File: src/rtl/dcache_wb.sv
// Direct-mapped, write-back, write-allocate data cache with 4-word lines.
// Hits are serviced combinationally; misses run a write-back/refill FSM over a req/ack port.
module dcache_wb #(
  parameter int DATA_WIDTH = 32,
  parameter int IDX_BITS   = 4
) (
  input  logic                    clk,
  input  logic                    rst,
  input  logic                    rd_en,
  input  logic                    wr_en,
  input  logic [31:0]             addr,
  input  logic [DATA_WIDTH-1:0]   WriteData,
  input  logic [2:0]              funct3,
  output logic [DATA_WIDTH-1:0]   ReadData,
  output logic                    stall,
  output logic                    mem_req,
  output logic                    mem_we,
  output logic [31:0]             mem_addr,
  output logic [4*DATA_WIDTH-1:0] mem_wdata,
  input  logic [4*DATA_WIDTH-1:0] mem_rdata,
  input  logic                    mem_ack
);

  localparam int LINES = 1 << IDX_BITS;
  localparam int TAG_W = 32 - IDX_BITS - 4;
  localparam int BYTES = DATA_WIDTH / 8;

  typedef enum logic [1:0] {IDLE, WB, REFILL, DONE} state_t;

  state_t state_reg, state_next;

  logic [LINES-1:0]                 valid_reg;
  logic [LINES-1:0]                 dirty_reg;
  logic [TAG_W-1:0]                 tag_reg  [LINES];
  logic [3:0][DATA_WIDTH-1:0]       data_reg [LINES];

  logic [TAG_W-1:0]    miss_tag_reg;
  logic [IDX_BITS-1:0] miss_idx_reg;
  logic                miss_capture;

  logic [TAG_W-1:0]    req_tag;
  logic [IDX_BITS-1:0] req_idx;
  logic [1:0]          word_sel;
  logic                req;
  logic                hit;
  logic                store_hit;
  logic                refill_done;

  logic [DATA_WIDTH-1:0]            cur_word;
  logic [BYTES-1:0][7:0]            word_bytes;
  logic [DATA_WIDTH/16-1:0][15:0]   word_halves;
  logic [7:0]                       byte_val;
  logic [15:0]                      half_val;

  logic [BYTES-1:0]      byte_en;
  logic [DATA_WIDTH-1:0] store_lanes;
  logic [DATA_WIDTH-1:0] merged_word;

  assign req_tag  = addr[31:IDX_BITS+4];
  assign req_idx  = addr[IDX_BITS+3:4];
  assign word_sel = addr[3:2];
  assign req      = rd_en | wr_en;
  assign hit      = req & valid_reg[req_idx] & (tag_reg[req_idx] == req_tag);

  assign store_hit   = wr_en & hit & (state_reg == IDLE);
  assign refill_done = (state_reg == REFILL) & mem_ack;

  assign cur_word    = data_reg[req_idx][word_sel];
  assign word_bytes  = cur_word;
  assign word_halves = cur_word;
  assign byte_val    = word_bytes[addr[1:0]];
  assign half_val    = word_halves[addr[1]];

  always_comb begin
    ReadData = '0;
    if (rd_en && !wr_en && hit) begin
      case (funct3)
        3'b000:  ReadData = {{(DATA_WIDTH-8){byte_val[7]}}, byte_val};
        3'b001:  ReadData = {{(DATA_WIDTH-16){half_val[15]}}, half_val};
        3'b100:  ReadData = {{(DATA_WIDTH-8){1'b0}}, byte_val};
        3'b101:  ReadData = {{(DATA_WIDTH-16){1'b0}}, half_val};
        default: ReadData = cur_word;
      endcase
    end
  end

  // Store data is replicated across lanes so the byte enables alone pick the target bytes.
  always_comb begin
    byte_en     = '1;
    store_lanes = WriteData;
    case (funct3[1:0])
      2'b00: begin
        byte_en     = BYTES'(1) << addr[1:0];
        store_lanes = {BYTES{WriteData[7:0]}};
      end
      2'b01: begin
        byte_en     = BYTES'(2'b11) << {addr[1], 1'b0};
        store_lanes = {(BYTES/2){WriteData[15:0]}};
      end
      default: begin
        byte_en     = '1;
        store_lanes = WriteData;
      end
    endcase
  end

  generate
    for (genvar gi = 0; gi < BYTES; gi++) begin : g_merge
      assign merged_word[gi*8 +: 8] = byte_en[gi] ? store_lanes[gi*8 +: 8] : cur_word[gi*8 +: 8];
    end
  endgenerate

  always_comb begin
    state_next   = state_reg;
    miss_capture = 1'b0;
    mem_req      = 1'b0;
    mem_we       = 1'b0;
    mem_addr     = '0;
    case (state_reg)
      IDLE: begin
        if (req && !hit) begin
          miss_capture = 1'b1;
          state_next   = (valid_reg[req_idx] && dirty_reg[req_idx]) ? WB : REFILL;
        end
      end
      WB: begin
        mem_req  = 1'b1;
        mem_we   = 1'b1;
        mem_addr = {tag_reg[miss_idx_reg], miss_idx_reg, 4'b0000};
        if (mem_ack) state_next = REFILL;
      end
      REFILL: begin
        mem_req  = 1'b1;
        mem_addr = {miss_tag_reg, miss_idx_reg, 4'b0000};
        if (mem_ack) state_next = DONE;
      end
      DONE: state_next = IDLE;
      default: state_next = IDLE;
    endcase
  end

  assign mem_wdata = data_reg[miss_idx_reg];
  assign stall     = (req & ~hit) | (state_reg != IDLE);

  always_ff @(posedge clk) begin
    if (rst) begin
      state_reg    <= IDLE;
      miss_tag_reg <= '0;
      miss_idx_reg <= '0;
    end else begin
      state_reg <= state_next;
      if (miss_capture) begin
        miss_tag_reg <= req_tag;
        miss_idx_reg <= req_idx;
      end
    end
  end

  always_ff @(posedge clk) begin
    if (rst) begin
      valid_reg <= '0;
      dirty_reg <= '0;
    end else if (refill_done) begin
      valid_reg[miss_idx_reg] <= 1'b1;
      dirty_reg[miss_idx_reg] <= 1'b0;
    end else if (store_hit) begin
      dirty_reg[req_idx] <= 1'b1;
    end
  end

  // Tag/data storage carries no reset; the valid bits alone qualify it.
  always_ff @(posedge clk) begin
    if (!rst && refill_done) begin
      data_reg[miss_idx_reg] <= mem_rdata;
      tag_reg[miss_idx_reg]  <= miss_tag_reg;
    end else if (!rst && store_hit) begin
      data_reg[req_idx][word_sel] <= merged_word;
    end
  end

endmodule

File: config.mk
export PLATFORM = sky130hd
export DESIGN_NAME = dcache_wb
export DESIGN_NICKNAME = d
export VERILOG_FILES = /design/src/rtl/dcache_wb.sv
export SDC_FILE = /design/constraint.sdc
export NUM_CORES = 2
export LEC_CHECK = 0
export ABC_CLOCK_PERIOD_IN_PS = 13000
export CAP_MARGIN = 20
export CELL_PAD_IN_SITES_DETAIL_PLACEMENT = 0
export CELL_PAD_IN_SITES_GLOBAL_PLACEMENT = 1
export CORE_MARGIN = 1.5
export CORE_UTILIZATION = 59
export CTS_BUF_LIST = sky130_fd_sc_hd__clkbuf_16
export DETAILED_ROUTE_END_ITERATION = 7
export PLACE_DENSITY_LB_ADDON = 0.1
export SYNTH_ARGS = -nofsm -noshare
export SYNTH_HDL_FRONTEND = slang
export SYNTH_SLANG_ARGS = --single-unit
export TNS_END_PERCENT = 10
File: constraint.sdc
create_clock -name clk -period 13 [get_ports clk]
set_input_delay 2.6 -clock clk [delete_from_list [all_inputs] [get_ports clk]]
set_output_delay 2.6 -clock clk [all_outputs]
set_load 0.02 [all_outputs]
## Word level (Yosys, flattened, before mapping)

Memory sizes are Yosys's and may differ from the RTL's. A register that Yosys moved wholly into a read port is not among the register bits.
Cells that the tools add are included.

| word-level totals | value |
|---|---|
| bits in writable memories | 2432 |
| flip-flop bits (word level) | 62 |
| input port bits | 200 |
| output and inout port bits | 195 |
| memories kept | 2 |

Memory list:

| name | words | bits a word | read ports | clocked after Yosys merged registers in | wr ports | line | source |
|---|---|---|---|---|---|---|---|
| data_reg | 16 | 128 | 2 | 1 | 1 | 35 | `logic [3:0][DATA_WIDTH-1:0] data_reg [LINES];` |
| tag_reg | 16 | 24 | 2 | 1 | 1 | 34 | `logic [TAG_W-1:0] tag_reg [LINES];` |

| operators by class | value |
|---|---|
| shift-type cells | 2 |
| muxes and demuxes | 48 |
| magnitude comparators | 8 |
| reduce and logical (&&, ||, !) cells | 20 |
| equality and inequality tests | 11 |
| bitwise logic cells | 13 |

Operators by type and width:

| operator | number |
|---|---|
| $mux W128 | 3 |
| $pmux W32 S2 | 2 |
| $pmux W32 S4 | 1 |
| $reduce_or A128 Y1 | 1 |
| $mux W32 | 3 |
| $bmux W32 S2 | 1 |
| $demux W32 S2 | 1 |
| $mux W16 | 4 |
| $mux W8 | 5 |
| $or A16 B16 Y16 | 2 |
| $eq A24 B24 Y1 | 1 |
| $mux W4 | 5 |
| $and A16 B16 Y16 | 1 |
| $bmux W8 S2 | 1 |
| $not A16 Y16 | 1 |
| $mux W1 | 12 |
| $lt A4 B5 Y1 const B | 2 |
| $logic_and A1 B1 Y1 | 9 |
| $bmux W1 S4 | 2 |
| $demux W1 S4 | 2 |
| $ge A4 B1 Y1 const B | 2 |
| $mux W2 | 4 |
| $pmux W2 S4 | 1 |
| $pmux W4 S2 | 1 |
| 20 further kinds | 35 |

## Depth between registers and ports, before layout

| depth | value |
|---|---|
| depth after elaboration | 12 |
| depth in mapped cells | 17 |
| gate-level depth less buffers | 8 |

## Worst setup path before layout

Ideal clock, no wire load.

| timing | value |
|---|---|
| path kind | in2out |
| from | input addr[5] |
| to | output ReadData[0] |
| data arrival time | 5.996 ns |
| path slack | 4.404 ns |
| stages | 14 |
| cells stage by stage | buf_2 > buf_4 > buf_2 > buf_2 > buf_6 > clkbuf_1 > clkbuf_1 > mux4_2 > mux4_2 > mux4_2 > nand2_1 > o21ai_0 > a221oi_1 > nor2_1 |

| on the way | value |
|---|---|
| longest elaborated chain between the ends | 7 |

Ends and longest elaborated chain:

| item | line | source |
|---|---|---|
| from (decl) | 11 | `input logic [31:0] addr,` |
| $mem_v2 Z16 W128 | -- |  |
| $bmux W32 S2 | 68 | `assign cur_word = data_reg[req_idx][word_sel];` |
| $mux W32 (not written as such) | 68 |  |
| $bmux W8 S2 or $mux W16 (tied branches) | 71, 72 |  |
| $mux W8 (not written as such) or $mux W16 (tied branches) | 71, 72 |  |
| $pmux W32 S4 | 77 | `case (funct3)` |
| $mux W32 * | 76 | `if (rd_en && !wr_en && hit) begin` |
| to (decl) | 14 | `output logic [DATA_WIDTH-1:0] ReadData,` |

Every way passes the cells marked *; elsewhere a longest branch is shown, timed or not. The select of a mux whose other input is x is not followed.

## Worst setup path after layout

| timing | value |
|---|---|
| from | input addr[5] |
| to | output ReadData[5] |

Same word-level chain as after synthesis.

==> impl_metrics.py <==
metrics = {
    "critical_path": {
        "cp.arrival_ns": 7.80,
        "crit_required_ns": 10.40,
        "rrSetupSlack_ns": 6.77,
        "critPathLaunch": "addr[5]",
        "crit_top_cell": "buf_4",
        "crit_chain": "buf_8 > buf_4 > mux2_2 > o22ai_1 > nor3_1 > nor4b_1 > o2111ai_1 > nor3_2 > nand4b_1 > buf_4 > a21oi_1 > clkdlybuf4s50_1",
        "r2r_start": "tag_reg[4][17]",
        "timing.rr.end": "data_reg[12][72]",
        "path_class": "input pin to primary output",
        "startpoint_type": "input pin",
        "crit_path_max_fanout": 88,
        "worst_path_largest_cell_delay_ns": 0.84,
        "cpMaxStageDelayCell": "nor4b_1",
        "rr_worst_depth": 10,
        "crit_path_end_kind": "primary output",
    },
    "route": {
        "drc": 0,
        "drtIter0Drc": 9628,
        "routed_wl_um": 371000,
        "antenna_left": 0,
        "routedWlPerCell_um": 41.5,
        "via_per_inst": 7.49,
        "first_pass_iters": 8,
        "dr_total_vias": 67000,
    },
    "cells_and_area": {
        "largest_reg_flops": 2048,
        "fin_util": 0.679,
        "final_nets": 6283,
        "drive_gt1_frac": 0.358,
        "areaGrowthSynthToFinish_pct": 14.0,
        "final_area_um2": 135000,
    },
    "cts": {
        "cts_sinks": 2498,
        "clkTransAtPathRegs_ns": 0.06,
        "cts_resized": 0,
        "numCtsBuffers": 279,
        "cts_htree_levels": 5,
        "cts_tree": "yes",
        "cts_setup_buffers": 0,
        "cts.path.max_buffers": 4,
        "cts_hold_buf": 0,
        "clock_latency_ns": 0.94,
        "cts-root-buf": "clkbuf_16",
    },
    "global_routing": {
        "grt_pass1_vias": 67200,
        "grt_pass1_wl_um": 518000,
        "grt_max_degree": 159,
        "grt_util_met3": 0.0918,
        "top_usage_layer": "met2",
        "use_met1": 0.494,
        "grt_usage": 0.370,
        "grt_antenna_before_repair": 34,
        "grt_overflow": 0,
        "use_met2": 0.563,
    },
    "timing": {
        "rsz0062_at_grt": "no",
        "hold_viol": 0,
        "maxSlewViolCount": 0,
        "fin_crit_sh": 0.800,
        "worst_pin_slew_ns": 1.29,
        "slew_headroom": 0.124,
        "skew_ns": 0.0379,
        "fin_setup_tns_ns": 0,
        "period_needed_ns": 10.40,
        "timing.fmax_mhz": 96.1,
        "setup_viol": 0,
    },
    "power_and_ir_drop": {
        "internal-power_mw": 15.3,
        "total_power_mw": 21.0,
        "p_comb_frac": 0.216,
        "powerDensity_nw_per_um2": 156,
        "p_sw_frac": 0.275,
        "power.share.clock": 0.345,
        "power_switching_mw": 5.79,
        "seq_power_share": 0.439,
        "irDropWorstVdd_v": 0.000149,
        "p_leak_nw": 42.3,
    },
    "outcome": {
        "status": "finished, final reports clean",
    },
    "yosys": {
        "ys_top_cells_by_area": "edfxtp_1, mux4_2, mux2i_1",
        "syn-mean-instance-area_um2": 21.0,
        "yosys.cell_count.top_type": "edfxtp_1",
        "synthCells": 5629,
        "ys_seq_elements": 2498,
        "postSynth.asyncResetShare": 0,
        "synth_top_flop_cell": "edfxtp_1",
        "synth_top_area_cell": "edfxtp_1",
        "syn-cell-area_um2": 118000,
        "yosysUniqueCellTypes": 62,
        "synth_edf_count": 2432,
        "synth.yosys.seq_area_share": 0.630,
        "yosysWarnings": 0,
        "synth_top_cell_area_share": 0.619,
        "synth_common_cells": "edfxtp_1, mux4_2, mux2i_1, clkbuf_1, inv_1",
    },
    "min_path": {
        "hp-start": "dirty_reg[12]",
        "holdPathEnd": "dirty_reg[12]",
        "min_path_type": "flip-flop to flip-flop",
        "hold_depth": 2,
    },
    "flow_run": {
        "cap_violations": 0,
    },
    "die": {
        "die_height_um": 450,
        "ios": 395,
        "start_util": 0.596,
        "core_area_um2": 198000,
        "die_area_um2": 203000,
        "fp-row-count": 163,
        "die_w_um": 450,
    },
    "placement": {
        "dp_hpwl_um": 215000,
        "place_area_um2": 126000,
        "gp_congestion": 0.907,
        "io_buffers": 390,
    },
}
[cell type report]
cell class,instances,area (µm²)
Antenna cell,41,103
Tap cell,2640,3300
Inverter,117,439
Clock buffer,285,7130
Multi-Input combinational cell,2567,42200
Sequential cell,2498,74400
Fill cell,12500,63500
Clock inverter,178,1060
Timing Repair Buffer,617,5900
[kinds of logic (layout without fill, tap and decap cells)]
group           count (synthesis)  after routing  share of synthesized area
flops                        2498           2498                      0.630
mux                          1796           1796                      0.310
buf+inv                       567           1197                     0.0216
simple gates                  377            377                     0.0161
compound gates                365            365                     0.0204
xor+xnor                       22             22                    0.00163
fa+ha+maj                       3              3                   0.000318
other cells                     1             45                  0.0000318
[per-stage QoR]
step                      setup slack, ns  hold slack, ns  cells
after floorplan                      4.40           0.420   5632
after global placement               2.59           0.430   8385
after detailed placement             2.58           0.444   8390
after CTS                            2.53           0.460   8853
after global routing                 2.44           0.468   8918
final                                2.60           0.464   8943
[layout by cell type, fill, tap and decap left out, types with 52 or more instances in the layout]
master	instances
edfxtp_1	2432
a21oi_1	82
a22oi_1	52
nand2_1	92
nor2_1	62
mux4_2	1478
clkdlybuf4s50_1	383
clkinv_1	56
mux2i_1	232
o31ai_4	64
mux2_2	81
nand2b_1	60
nor2b_1	55
inv_1	182
o21ai_0	58
buf_4	204
dfxtp_1	62
clkbuf_16	285
[per-layer routing]
metal  vias to the layer above  part of all wire
met5                         -           0.00015
met4                        10             0.064
met3                       863              0.12
met1                     35600              0.34
li1                      25500                 -
met2                      4923              0.47
[worst max-delay path by stage]
stage | endpoint | slack (ns) | cells past startpoint
final | ReadData[5] | 2.60 | 12
after detailed placement | ReadData[5] | 2.58 | 12
after global placement | ReadData[3] | 2.59 | 12
after floorplan | ReadData[0] | 4.40 | 14
after global routing | ReadData[5] | 2.44 | 12
after CTS | ReadData[5] | 2.53 | 12
[critical path: cells and delay by family]
family          cells  cell delay, ns
mux                 1            0.38
compound gates      3            1.00
buf+inv             4            2.12
simple gates        4            1.59
[power groups by stage]
stage | Sequential (mW) | Combinational (mW) | Clock (mW)
floorplan | 9.27 | 2.81 | 0
finish | 9.23 | 4.55 | 7.26
detailed placement | 9.40 | 4.49 | 0
CTS | 9.24 | 4.51 | 7.32
global placement | 9.39 | 4.48 | 0
global route | 9.25 | 4.67 | 7.61
No activity file was read; power rests on OpenSTA's default activity.
